### config.mk
export PLATFORM = sky130hd
export DESIGN_NAME = sync_fifo_param
export DESIGN_NICKNAME = d
export VERILOG_FILES = /design/src/rtl/fifo_pkg.sv /design/src/rtl/fifo_mem.sv /design/src/rtl/sync_fifo_param.sv
export SDC_FILE = /design/constraint.sdc
export NUM_CORES = 1
export LEC_CHECK = 0
export ABC_AREA = 1
export BUFFER_PORTS_ARGS = -buffer_cell sky130_fd_sc_hd__buf_2
export CORE_MARGIN = 4
export CORE_UTILIZATION = 55
export DETAILED_ROUTE_END_ITERATION = 16
export GPL_ROUTABILITY_DRIVEN = 1
export HOLD_SLACK_MARGIN = 0.1
export PLACE_DENSITY = 0.84
export SLEW_MARGIN = 20
export SYNTH_ARGS = -nofsm -noshare
export SYNTH_HDL_FRONTEND = slang
export SYNTH_SLANG_ARGS = --single-unit
### constraint.sdc
create_clock -name i_clk -period 5.74 [get_ports i_clk]
set_clock_uncertainty 0.1 [all_clocks]
set_input_delay 0.574 -clock i_clk [delete_from_list [all_inputs] [get_ports i_clk]]
set_output_delay 0.574 -clock i_clk [all_outputs]
set_load 0.05 [all_outputs]
### src/rtl/fifo_pkg.sv
// Shared defaults and pointer-width helper for the synchronous FIFO slice.
package fifo_pkg;

    localparam int FIFO_DEF_WIDTH = 8;
    localparam int FIFO_DEF_DEPTH = 16;

    // Address width for a power-of-two depth; a depth of 1 still needs one bit.
    function automatic int fifo_ptr_w(input int depth);
        return (depth <= 1) ? 1 : $clog2(depth);
    endfunction

endpackage

### src/rtl/fifo_mem.sv
// DEPTH x WIDTH storage, one synchronous write port and one read port.
// SYNC_FIFO_FWFT_EN selects an asynchronous read port; otherwise the read port is registered.
module fifo_mem
    import fifo_pkg::*;
#(
    parameter int WIDTH = FIFO_DEF_WIDTH,
    parameter int DEPTH = FIFO_DEF_DEPTH,
    parameter int AW    = fifo_ptr_w(DEPTH)
) (
    input  logic             i_clk,
    input  logic             i_rst,
    input  logic             i_wr_en,
    input  logic [AW-1:0]    i_wr_addr,
    input  logic [WIDTH-1:0] i_wr_data,
    input  logic             i_rd_en,
    input  logic [AW-1:0]    i_rd_addr,
    output logic [WIDTH-1:0] o_rd_data
);

    // Storage is deliberately not reset; the control logic never exposes unwritten entries.
    logic [WIDTH-1:0] r_mem [DEPTH];

    always_ff @(posedge i_clk) begin
        if (i_wr_en) begin
            r_mem[i_wr_addr] <= i_wr_data;
        end
    end

`ifdef SYNC_FIFO_FWFT_EN
    logic w_unused_rd;

    assign o_rd_data   = r_mem[i_rd_addr];
    assign w_unused_rd = i_rst ^ i_rd_en;
`else
    logic [WIDTH-1:0] r_rd_data;

    // Reading before the same-edge write lands returns the old word when full and both ports hit one entry.
    always_ff @(posedge i_clk or posedge i_rst) begin
        if (i_rst) begin
            r_rd_data <= '0;
        end else if (i_rd_en) begin
            r_rd_data <= r_mem[i_rd_addr];
        end
    end

    assign o_rd_data = r_rd_data;
`endif

endmodule

### src/rtl/sync_fifo_param.sv
// Parameterised single-clock FIFO: pointers, occupancy, threshold flags and error pulses.
// Build option SYNC_FIFO_FWFT_EN enables first-word-fall-through read data.
module sync_fifo_param
    import fifo_pkg::*;
#(
    parameter int WIDTH    = FIFO_DEF_WIDTH,
    parameter int DEPTH    = FIFO_DEF_DEPTH,
    parameter int AF_LEVEL = DEPTH - 2,
    parameter int AE_LEVEL = 2
) (
    input  logic                        i_clk,
    input  logic                        i_rst,
    input  logic                        i_write_en,
    input  logic [WIDTH-1:0]            i_write_data,
    input  logic                        i_read_en,
    output logic [WIDTH-1:0]            o_read_data,
    output logic                        o_full,
    output logic                        o_empty,
    output logic                        o_almost_full,
    output logic                        o_almost_empty,
    output logic [fifo_ptr_w(DEPTH):0]  o_count,
    output logic                        o_write_error,
    output logic                        o_read_error
);

    localparam int PTR_DEPTH = fifo_ptr_w(DEPTH);
    localparam logic [PTR_DEPTH:0] C_DEPTH = (PTR_DEPTH+1)'(DEPTH);
    localparam logic [PTR_DEPTH:0] C_AF    = (PTR_DEPTH+1)'(AF_LEVEL);
    localparam logic [PTR_DEPTH:0] C_AE    = (PTR_DEPTH+1)'(AE_LEVEL);
    localparam logic [PTR_DEPTH:0] C_ONE   = (PTR_DEPTH+1)'(1);

    logic [PTR_DEPTH:0] r_wr_ptr;
    logic [PTR_DEPTH:0] r_rd_ptr;
    logic [PTR_DEPTH:0] r_count;
    logic               r_full;
    logic               r_empty;
    logic               r_almost_full;
    logic               r_almost_empty;
    logic               r_write_error;
    logic               r_read_error;

    logic               w_wr_acc;
    logic               w_rd_acc;
    logic [PTR_DEPTH:0] w_wr_ptr_nxt;
    logic [PTR_DEPTH:0] w_rd_ptr_nxt;
    logic [PTR_DEPTH:0] w_count_nxt;
    logic [WIDTH-1:0]   w_mem_rd_data;

    // A write into a full FIFO is only legal when a read frees the head slot on the same edge.
    always_comb begin
        w_rd_acc     = i_read_en && !r_empty;
        w_wr_acc     = i_write_en && (!r_full || w_rd_acc);
        w_wr_ptr_nxt = r_wr_ptr;
        w_rd_ptr_nxt = r_rd_ptr;
        if (w_wr_acc) begin
            w_wr_ptr_nxt = r_wr_ptr + C_ONE;
        end
        if (w_rd_acc) begin
            w_rd_ptr_nxt = r_rd_ptr + C_ONE;
        end
        w_count_nxt  = w_wr_ptr_nxt - w_rd_ptr_nxt;
    end

    always_ff @(posedge i_clk or posedge i_rst) begin
        if (i_rst) begin
            r_wr_ptr       <= '0;
            r_rd_ptr       <= '0;
            r_count        <= '0;
            r_full         <= 1'b0;
            r_empty        <= 1'b1;
            r_almost_full  <= 1'b0;
            r_almost_empty <= 1'b1;
            r_write_error  <= 1'b0;
            r_read_error   <= 1'b0;
        end else begin
            r_wr_ptr       <= w_wr_ptr_nxt;
            r_rd_ptr       <= w_rd_ptr_nxt;
            r_count        <= w_count_nxt;
            r_full         <= (w_count_nxt == C_DEPTH);
            r_empty        <= (w_count_nxt == '0);
            r_almost_full  <= (w_count_nxt >= C_AF);
            r_almost_empty <= (w_count_nxt <= C_AE);
            r_write_error  <= i_write_en && !w_wr_acc;
            r_read_error   <= i_read_en && !w_rd_acc;
        end
    end

    fifo_mem #(
        .WIDTH (WIDTH),
        .DEPTH (DEPTH),
        .AW    (PTR_DEPTH)
    ) u_mem (
        .i_clk     (i_clk),
        .i_rst     (i_rst),
        .i_wr_en   (w_wr_acc),
        .i_wr_addr (r_wr_ptr[PTR_DEPTH-1:0]),
        .i_wr_data (i_write_data),
        .i_rd_en   (w_rd_acc),
        .i_rd_addr (r_rd_ptr[PTR_DEPTH-1:0]),
        .o_rd_data (w_mem_rd_data)
    );

`ifdef SYNC_FIFO_FWFT_EN
    // Masked while empty so a stale slot never leaks onto the output.
    assign o_read_data = r_empty ? '0 : w_mem_rd_data;
`else
    assign o_read_data = w_mem_rd_data;
`endif

    assign o_full         = r_full;
    assign o_empty        = r_empty;
    assign o_almost_full  = r_almost_full;
    assign o_almost_empty = r_almost_empty;
    assign o_count        = r_count;
    assign o_write_error  = r_write_error;
    assign o_read_error   = r_read_error;

`ifndef SYNTHESIS
    a_count_range : assert property (@(posedge i_clk) disable iff (i_rst) r_count <= C_DEPTH);
    a_count_ptrs  : assert property (@(posedge i_clk) disable iff (i_rst) r_count == (r_wr_ptr - r_rd_ptr));
    a_full_empty  : assert property (@(posedge i_clk) disable iff (i_rst) !(r_full && r_empty));
`endif

endmodule

==> impl_metrics.tcl, run 1 <==
set metrics [dict create \
    outcome "completed" \
    core_area_um2 11600 \
    synth_top_area_cell "edfxtp_1" \
    post-synth-top-area-fraction_pct 57.8 \
    numPortBuffers 30 \
    grt_pass1_wl_um 24100 \
    slew_headroom_pct 34.2 \
    ioPinCount 31 \
    grt.overflow.total 0 \
    clock.fmax_ghz 0.311 \
    syn_inst 568 \
    row_count 39 \
    first_pass_iters 5 \
    syn_to_final_growth_pct 12.2 \
    mostFrequentLayoutCells "edfxtp_1, nand2_1, nor2_1" \
    postRouteAntennaNets 0 \
    post_cts_resized 0 \
    crit_required_ps 5990 \
    startpoint_type "flop" \
    ys_seq_area_share_pct 68.8 \
    finalHoldViolCount 0 \
    drc_errors 0 \
    htreeDepth 4 \
    slew_viol_final 0 \
    avgRoutedWirePerCell_um 20.2 \
    antenna_found_initial 0 \
    cts_root_buf "clkbuf_16" \
    cts_hold_buffers 0 \
    finalSetupTns_ps 0 \
    setup_viol 0 \
    drive_above_1_share_pct 16.4 \
    grt_max_degree 69 \
    period_minus_slack_ps 3210 \
    rrSetupSlack_ps 2530 \
    vias_per_cell 6.16 \
    hpwl_um 9300 \
    final_common_cell "edfxtp_1" \
    die_w_um 118 \
    grt_pass1_vias 4571 \
    cts_tree "done" \
    synth_warnings 0 \
    post-cts-setup-buffers 0 \
    p_leak_nw 2.79 \
    synth.distinct_cells 32 \
    finalCritPeriodShare_pct 56.0 \
    post-place-ws_ps 2210 \
    synth_enable_flop_cells 128 \
    ys_seq_elements 157 \
    syn_nets 589 \
    die_h_um 118 \
    async_reset_ff_share_pct 18.5 \
    tightest_slew_ps 986 \
    drt_iter0_markers 555 \
    drv_cap 0 \
    cts_max_path_buffers 2 \
    power.density_nw_per_um2 570 \
    totalWireLength_um 15100 \
    clock_sinks 157 \
    peakVddDrop_v 0.000318 \
    die_area_um2 13900 \
    via_count 4605 \
    diodes 0 \
    final_util_pct 64.2 \
    crit_arrival_ps 3460 \
    clkTransAtPathRegs_ps 60 \
    initial_utilization_pct 57.2 \
    numCtsBuffers 17 \
    synth.cell_area_um2 6650 \
    fin_cells 748 \
    nFillCells 813 \
    fin_ws_ps 2530 \
    crit_fanout 68 \
    synth_area_per_cell_um2 11.7 \
    gp_congestion 0.859 \
    track_usage_pct 22.3 \
    clk_latency_ps 420 \
    synth_top_cells_by_area "edfxtp_1, dfrtp_1, nand2_1, nor2_1, o21ai_0" \
    hp-class "in2async" \
    dp.cells 717 \
    cp-end-kind "flop" \
    rsz0062_at_grt "false" \
    final_nets 614 \
    path_class "reg2reg" \
    synthFlopType "edfxtp_1" \
]
## registers in the layout, summed over array words and instances, names as in the netlist
signal and cells:
u_mem.o_rd_data 8, o_write_error 1, o_read_error 1, o_count 5
o_empty 1, o_almost_full 1, o_full 1, r_rd_ptr 5
u_mem.r_mem 128, r_wr_ptr 5, o_almost_empty 1
## synthesized netlist by cell type (5+ instances only)
master	number
a21oi_1	16
buf_2	5
clkbuf_1	18
dfrtp_1	27
edfxtp_1	128
ha_1	8
inv_1	24
inv_2	6
nand2_1	96
nand2_2	12
nand2_4	5
nand3_1	28
nor2_1	85
o21ai_0	56
o221ai_1	12
o22ai_1	15
## where the power goes
| group | switching [mW] | internal (mW) | total, mW |
|---|---|---|---|
| clock | 0.449 | 0.637 | 1.09 |
| sequential | 0.210 | 1.42 | 1.63 |
| combinational | 1.09 | 0.448 | 1.54 |
| total | 1.75 | 2.50 | 4.25 |
## worst max-delay path: stages (launching register included)
cell,delay (ps)
dfrtp_4,850
inv_2,570
nand2_1,210
nand2_1,80
inv_1,80
ha_1,150
inv_1,70
fa_1,450
nand3b_1,210
nand2_2,110
nand3_1,100
nor2_1,130
## through the flow
step / total power [mW] / cell area, um2 / hold slack, ps
floorplan: 2.75 / 6650 / 398
global placement: 3.05 / 6880 / 412
detailed placement: 3.13 / 6880 / 428
CTS: 4.23 / 7450 / 153
global route: 4.48 / 7460 / 182
finish: 4.25 / 7460 / 136
## worst paths after layout
check,start,to,cells past startpoint
worst min-delay path,i_rst,o_read_error,3
max in group asynchronous,i_rst,o_empty,3
worst min register to register,o_empty,o_read_error,2
worst max register to register,r_rd_ptr[0],o_almost_empty,11
worst max-delay path,r_rd_ptr[0],o_almost_empty,11
min in group i_clk,i_read_en,o_read_error,3
## final cells by class
cell class / count / area (um2) / share of cell area, %
multi-input cells: 356 / 1860 / 24.9
flip-flops and latches: 157 / 4580 / 61.4
clock inverters: 14 / 146 / 1.96
repair buffers: 31 / 158 / 2.11
inverters: 30 / 113 / 1.51
well taps: 143 / 179 / 2.40
clock buffers: 17 / 425 / 5.70
## layer usage
metal	track usage [%]	part of all wire (%)	up-vias
met2	38.7	52	279
met5	0	0	-
met4	8.50	2.5	0
met3	4.23	8.0	41
li1	-	-	2053
met1	27.9	38	2232
## cell families after synthesis
kind of cell	Yosys count	share of synthesized area [%]
xor gates and xnor gates	1	0.245
DFF	157	68.8
and+or+nand+nor	240	16.5
buffers and inverters	55	3.26
AOI/OAI and AO/OA	106	9.39
adders and majority gates	9	1.81
(Power assumes the default switching activity.)
==> run 2: changes to the inputs <==
- ABC_AREA: 1 -> 0
- clock period: 5.74 -> 3.1 ns (I/O delays scaled with it)
==> run 2 against run 1 <==
Compared with the run above: routed wire length fell by 17%; maximum frequency up 8.6%; sequential cell count stayed put; synthesized cell count decreased by 43%; utilization up 1.4 points.
==> impl_metrics.tcl, run 2 <==
set metrics [dict create \
    outcome "completed" \
    synth_enable_flop_cells 128 \
    diodes 0 \
    rsz0062_at_grt "false" \
    drc_errors 0 \
    fin_cells 523 \
    ys_seq_elements 157 \
    post_synth_mux_area_share_pct 14.4 \
    yosys.area_share.xor_xnor_pct 2.30 \
    yosysMostFrequentCell "edfxtp_1" \
    combPwrFrac_pct 39.5 \
    crit_arrival_ps 3190 \
    cts_max_path_buffers 2 \
    slew_viol_final 0 \
    vias_per_cell 6.09 \
    clk_latency_ps 420 \
    final_common_cell "edfxtp_1" \
    core_area_um2 11000 \
    startpoint_type "flop" \
    p_leak_nw 2.60 \
    antenna_found_initial 0 \
    clkTransAtPathRegs_ps 60 \
    startpoint "o_empty" \
    drive_above_1_share_pct 31.9 \
    max_flop_register "u_mem.r_mem" \
    synthAdderAreaFrac_pct 1.90 \
    grt.overflow.total 0 \
    syn_inst 322 \
    track_usage_pct 21.0 \
    peakVddDrop_v 0.000803 \
    drt_iter0_markers 300 \
    crit_fanout 7 \
    syn_to_final_growth_pct 14.5 \
    die_area_um2 13300 \
    synth_warnings 0 \
    finalHoldViolCount 0 \
    postRouteAntennaNets 0 \
    die_w_um 115 \
    finalCritPeriodShare_pct 95.5 \
    totalWireLength_um 12600 \
    gp_congestion 0.780 \
    ioPinCount 31 \
    synth_area_per_cell_um2 19.6 \
    synth.cell_area_um2 6310 \
    synth_top_area_cell "edfxtp_1" \
    clockPowerShare_pct 24.2 \
    synthFlopType "edfxtp_1" \
    initial_utilization_pct 57.2 \
    slew_headroom_pct 55.6 \
    hp-class "in2reg" \
    htreeDepth 4 \
    grt_pass1_vias 3340 \
    final_nets 392 \
    grt_pass1_wl_um 19700 \
    ys_seq_area_share_pct 72.4 \
    synth.distinct_cells 38 \
    dp.cells 486 \
    post-synth-top-area-fraction_pct 60.9 \
    seqPwrFrac_pct 36.3 \
    power.density_nw_per_um2 1070 \
    grt_max_degree 33 \
    period_minus_slack_ps 2960 \
    crit_end "o_full" \
    first_pass_iters 5 \
    cts_tree "done" \
    rrSetupSlack_ps 140 \
    nFillCells 681 \
    clock.fmax_ghz 0.338 \
    cts_root_buf "clkbuf_16" \
    r2r_cells 11 \
    path_class "reg2reg" \
    syn_nets 343 \
    seq_area_um2 4570 \
    drv_cap 0 \
    setup_viol 0 \
    timing.rr.end "o_full" \
    tightest_slew_ps 665 \
    internal-power_mw 4.97 \
    synth_top_family_by_area "multiplexers" \
    cp-end-kind "flop" \
    row_count 38 \
    p_sw_share_pct 35.8 \
    largest_register_ffs 128 \
    multiInputGateArea_um2 1660 \
    avgRoutedWirePerCell_um 24.1 \
    mostFrequentLayoutCells "edfxtp_1, mux4_2, nand2_1" \
    async_reset_ff_share_pct 18.5 \
    numPortBuffers 30 \
    synthSimpleGateAreaFrac_pct 5.47 \
    die_h_um 115 \
    timing.rr.start "o_empty" \
    hpwl_um 8030 \
    finalSetupTns_ps 0 \
    synth_top_cells_by_area "edfxtp_1, mux4_2, dfrtp_1, nand2_1, ha_1" \
    power_switching_mw 2.78 \
    crit_required_ps 3330 \
    clock_sinks 157 \
    synth-compound-area-share_pct 2.02 \
    via_count 3183 \
    yosys-top-cells-count "edfxtp_1, mux4_2, nand2_1" \
    numCtsBuffers 17 \
]
run 2: repair_timing:
item	in CTS	in global routing
hold endpoints to repair	17	0
resized for setup	0	2
buffers inserted	0	4
hold buffers	2	0
setup endpoints to repair	0	4
run 2: logic make-up after synthesis:
| kind of cell | Yosys count |
|---|---|
| fa+ha+maj | 9 |
| mux | 41 |
| xor+xnor | 14 |
| flops | 157 |
| buf+inv | 23 |
| simple gates | 65 |
| compound gates | 13 |
run 2: layout make-up:
| type | count | share of cell area, % |
|---|---|---|
| clock buffers | 18 | 5.93 |
| clock inverters | 13 | 1.42 |
| repair buffers | 43 | 3.49 |
| inverters | 10 | 0.519 |
| well taps | 140 | 2.42 |
| multi-input cells | 142 | 23.0 |
| flip-flops and latches | 157 | 63.2 |
run 2: stage by stage:
step / total power, mW / util, % / worst slack [ps] / hold WS (ps) / instance area, um2
finish: 7.75 / 65.6 / 139 / 143 / 7230
floorplan: 5.05 / - / 19.6 / 287 / 6320
global placement: 5.71 / 60.2 / 206 / 310 / 6640
detailed placement: 5.84 / 60.2 / 53.5 / 325 / 6640
CTS: 7.74 / 65.2 / 5.21 / 120 / 7190
global route: 8.10 / 65.6 / 22.2 / 136 / 7230
run 2: metal layers:
layer / global-route usage (%) / vias to the layer above / share of wire, %
li1: - / 1362 / -
met1: 30.0 / 1670 / 42
met2: 32.9 / 139 / 51
met3: 4.26 / 12 / 6.2
met4: 7.04 / 0 / 1.3
met5: 0 / - / 0
run 2: how the worst min path moves through the flow:
stage	start	end	cells after the start
2_1_floorplan	i_rst	o_almost_full	1
3_3_place_gp	i_rst	o_read_error	2
3_5_place_dp	i_rst	u_mem.o_rd_data[1]	2
4_1_cts	i_write_en	o_write_error	2
5_1_grt	i_write_en	o_write_error	2
6_report	i_write_en	o_write_error	2
run 2: critical path, stage by stage (launching register included):
cell and delay, ps:
dfstp_2 560, nand2b_4 190, buf_4 120, xnor2_1 160
ha_1 210, inv_1 60, fa_1 420, xor2_1 180
xnor2_1 150, xnor2_1 170, or3_1 370, nor3b_1 190
run 2: power groups by stage:
stage	Combinational (mW)	Clock, mW	Sequential, mW
floorplan	1.93	0	3.12
CTS	3.05	1.88	2.81
finish	3.06	1.87	2.81
detailed placement	2.99	0	2.84
global placement	2.88	0	2.83
global route	3.26	1.99	2.85
==> run 3: changes to the inputs <==
- CORE_UTILIZATION: 55 -> 60
- PLACE_DENSITY: 0.84 -> 0.89
- SKIP_CTS_REPAIR_TIMING: unset -> 1
==> run 3 against run 2 <==
Compared with the run above: utilization up 6.2 points; first-iteration DRC count rose by 51%; via count is 5.6% higher; non-clock buffer count increased by 11; sequential cell count stayed put; maximum frequency grew 0.20%; sequential share of layout area decreased by 1.2 points; critical endpoint is now o_almost_full; largest cell class unchanged.
==> impl_metrics.tcl, run 3 (synthesis gave the netlist of run 2 again) <==
set metrics [dict create \
    hp-class "in2async" \
    path_class "in2reg" \
    cts_root_buf "clkbuf_8" \
    internal-power_mw 5.05 \
    numPortBuffers 30 \
    drv_cap 0 \
    timing.rr.start "o_empty" \
    core_area_um2 10300 \
    finalHoldViolCount 0 \
    slew_viol_final 0 \
    via_count 3361 \
    tightest_slew_ps 503 \
    finalCritPeriodShare_pct 95.3 \
    gp_congestion 0.772 \
    finalSetupTns_ps 0 \
    power.density_nw_per_um2 1080 \
    grt_pass1_vias 3415 \
    max_flop_register "u_mem.r_mem" \
    totalWireLength_um 13600 \
    row_count 37 \
    startpoint_type "input port" \
    clk_latency_ps 540 \
    r2r_cells 12 \
    die_area_um2 12200 \
    clock_sinks 157 \
    period_minus_slack_ps 2950 \
    crit_required_ps 3420 \
    rrSetupSlack_ps 150 \
    clkTransAtPathRegs_ps 70 \
    drt_iter0_markers 454 \
    outcome "completed" \
    power_switching_mw 2.93 \
    htreeDepth 4 \
    rsz0062_at_grt "false" \
    cts_tree "done" \
    slew_headroom_pct 65.5 \
    postRouteAntennaNets 0 \
    ioPinCount 31 \
    die_w_um 111 \
    antenna_found_initial 0 \
    crit_arrival_ps 3270 \
    peakVddDrop_v 0.000580 \
    track_usage_pct 23.1 \
    initial_utilization_pct 61.4 \
    clock.fmax_ghz 0.338 \
    setup_viol 0 \
    vias_per_cell 6.34 \
    die_h_um 111 \
    drc_errors 0 \
    seqPwrFrac_pct 35.2 \
    grt_pass1_wl_um 20700 \
    clockPowerShare_pct 25.0 \
    largest_register_ffs 128 \
    grt.overflow.total 0 \
    timing.rr.end "o_almost_full" \
    grt_max_degree 30 \
    cp-end-kind "flop" \
    drive_above_1_share_pct 32.5 \
    final_nets 403 \
    final_area_um2 7380 \
    combPwrFrac_pct 39.8 \
    cts_max_path_buffers 2 \
    diodes 0 \
    syn_to_final_growth_pct 16.8 \
    p_leak_nw 2.67 \
    nFillCells 585 \
    mostFrequentLayoutCells "edfxtp_1, mux4_2, nand2_1" \
    numCtsBuffers 17 \
    p_sw_share_pct 36.7 \
    hpwl_um 7930 \
    avgRoutedWirePerCell_um 25.6 \
    first_pass_iters 5 \
    place_area_um2 6660 \
    final_common_cell "edfxtp_1" \
    crit_fanout 5 \
]
==> run 3: how the worst max path moves through the flow <==
| stage | startpoint | to | slack [ps] | depth (start not counted) |
|---|---|---|---|---|
| after detailed placement | o_empty | o_almost_full | 40 | 9 |
| final | i_read_en | o_almost_full | 150 | 10 |
| after global placement | o_empty | o_almost_full | 260 | 12 |
| after global routing | i_read_en | o_almost_empty | 20 | 10 |
| after floorplan | o_empty | o_almost_full | 20 | 11 |
| after CTS | o_empty | o_almost_full | 20 | 9 |
==> run 3: power by group through the flow <==
stage	clock [mW]	sequential [mW]	combinational, mW
finish	1.99	2.81	3.17
global route	2.11	2.84	3.37
CTS	1.99	2.81	3.06
detailed placement	0	2.83	2.99
global placement	0	2.81	2.85
floorplan	0	3.12	1.93
==> run 3: area by class of cell <==
type / count / area (um2) / area share (%)
clock inverter: 13 / 149 / 2.02
inverter: 10 / 37.5 / 0.509
tap: 136 / 170 / 2.31
timing repair buffer: 54 / 358 / 4.85
multi-input combinational: 142 / 1670 / 22.7
sequential: 157 / 4570 / 62.0
clock buffer: 18 / 418 / 5.66
==> run 3: metal layers <==
metal / global-route usage [%] / vias to the layer above / share of wire (%)
li1: - / 1395 / -
met1: 31.8 / 1726 / 40
met2: 36.4 / 211 / 51
met3: 7.18 / 29 / 7.7
met4: 6.16 / 0 / 1.9
met5: 0 / - / 0
==> run 3: stage by stage <==
stage	hold slack [ps]	setup slack, ps	util (%)	power (mW)	std cells
3_3_place_gp	294	255	64.8	5.66	485
6_report	299	145	71.8	7.98	530
2_1_floorplan	287	19.6	-	5.05	322
3_5_place_dp	308	40.3	64.8	5.82	485
4_1_cts	-253	20.0	70.3	7.85	516
5_1_grt	326	16.6	71.8	8.33	530
==> run 3: critical path, cell delays in order <==
cell,delay [ps]
dlygate4sd3_1,520
buf_2,150
nor2b_1,330
mux2i_1,520
fa_2,350
inv_1,70
a221o_1,320
nand2_1,90
xnor3_2,320
a221o_1,290
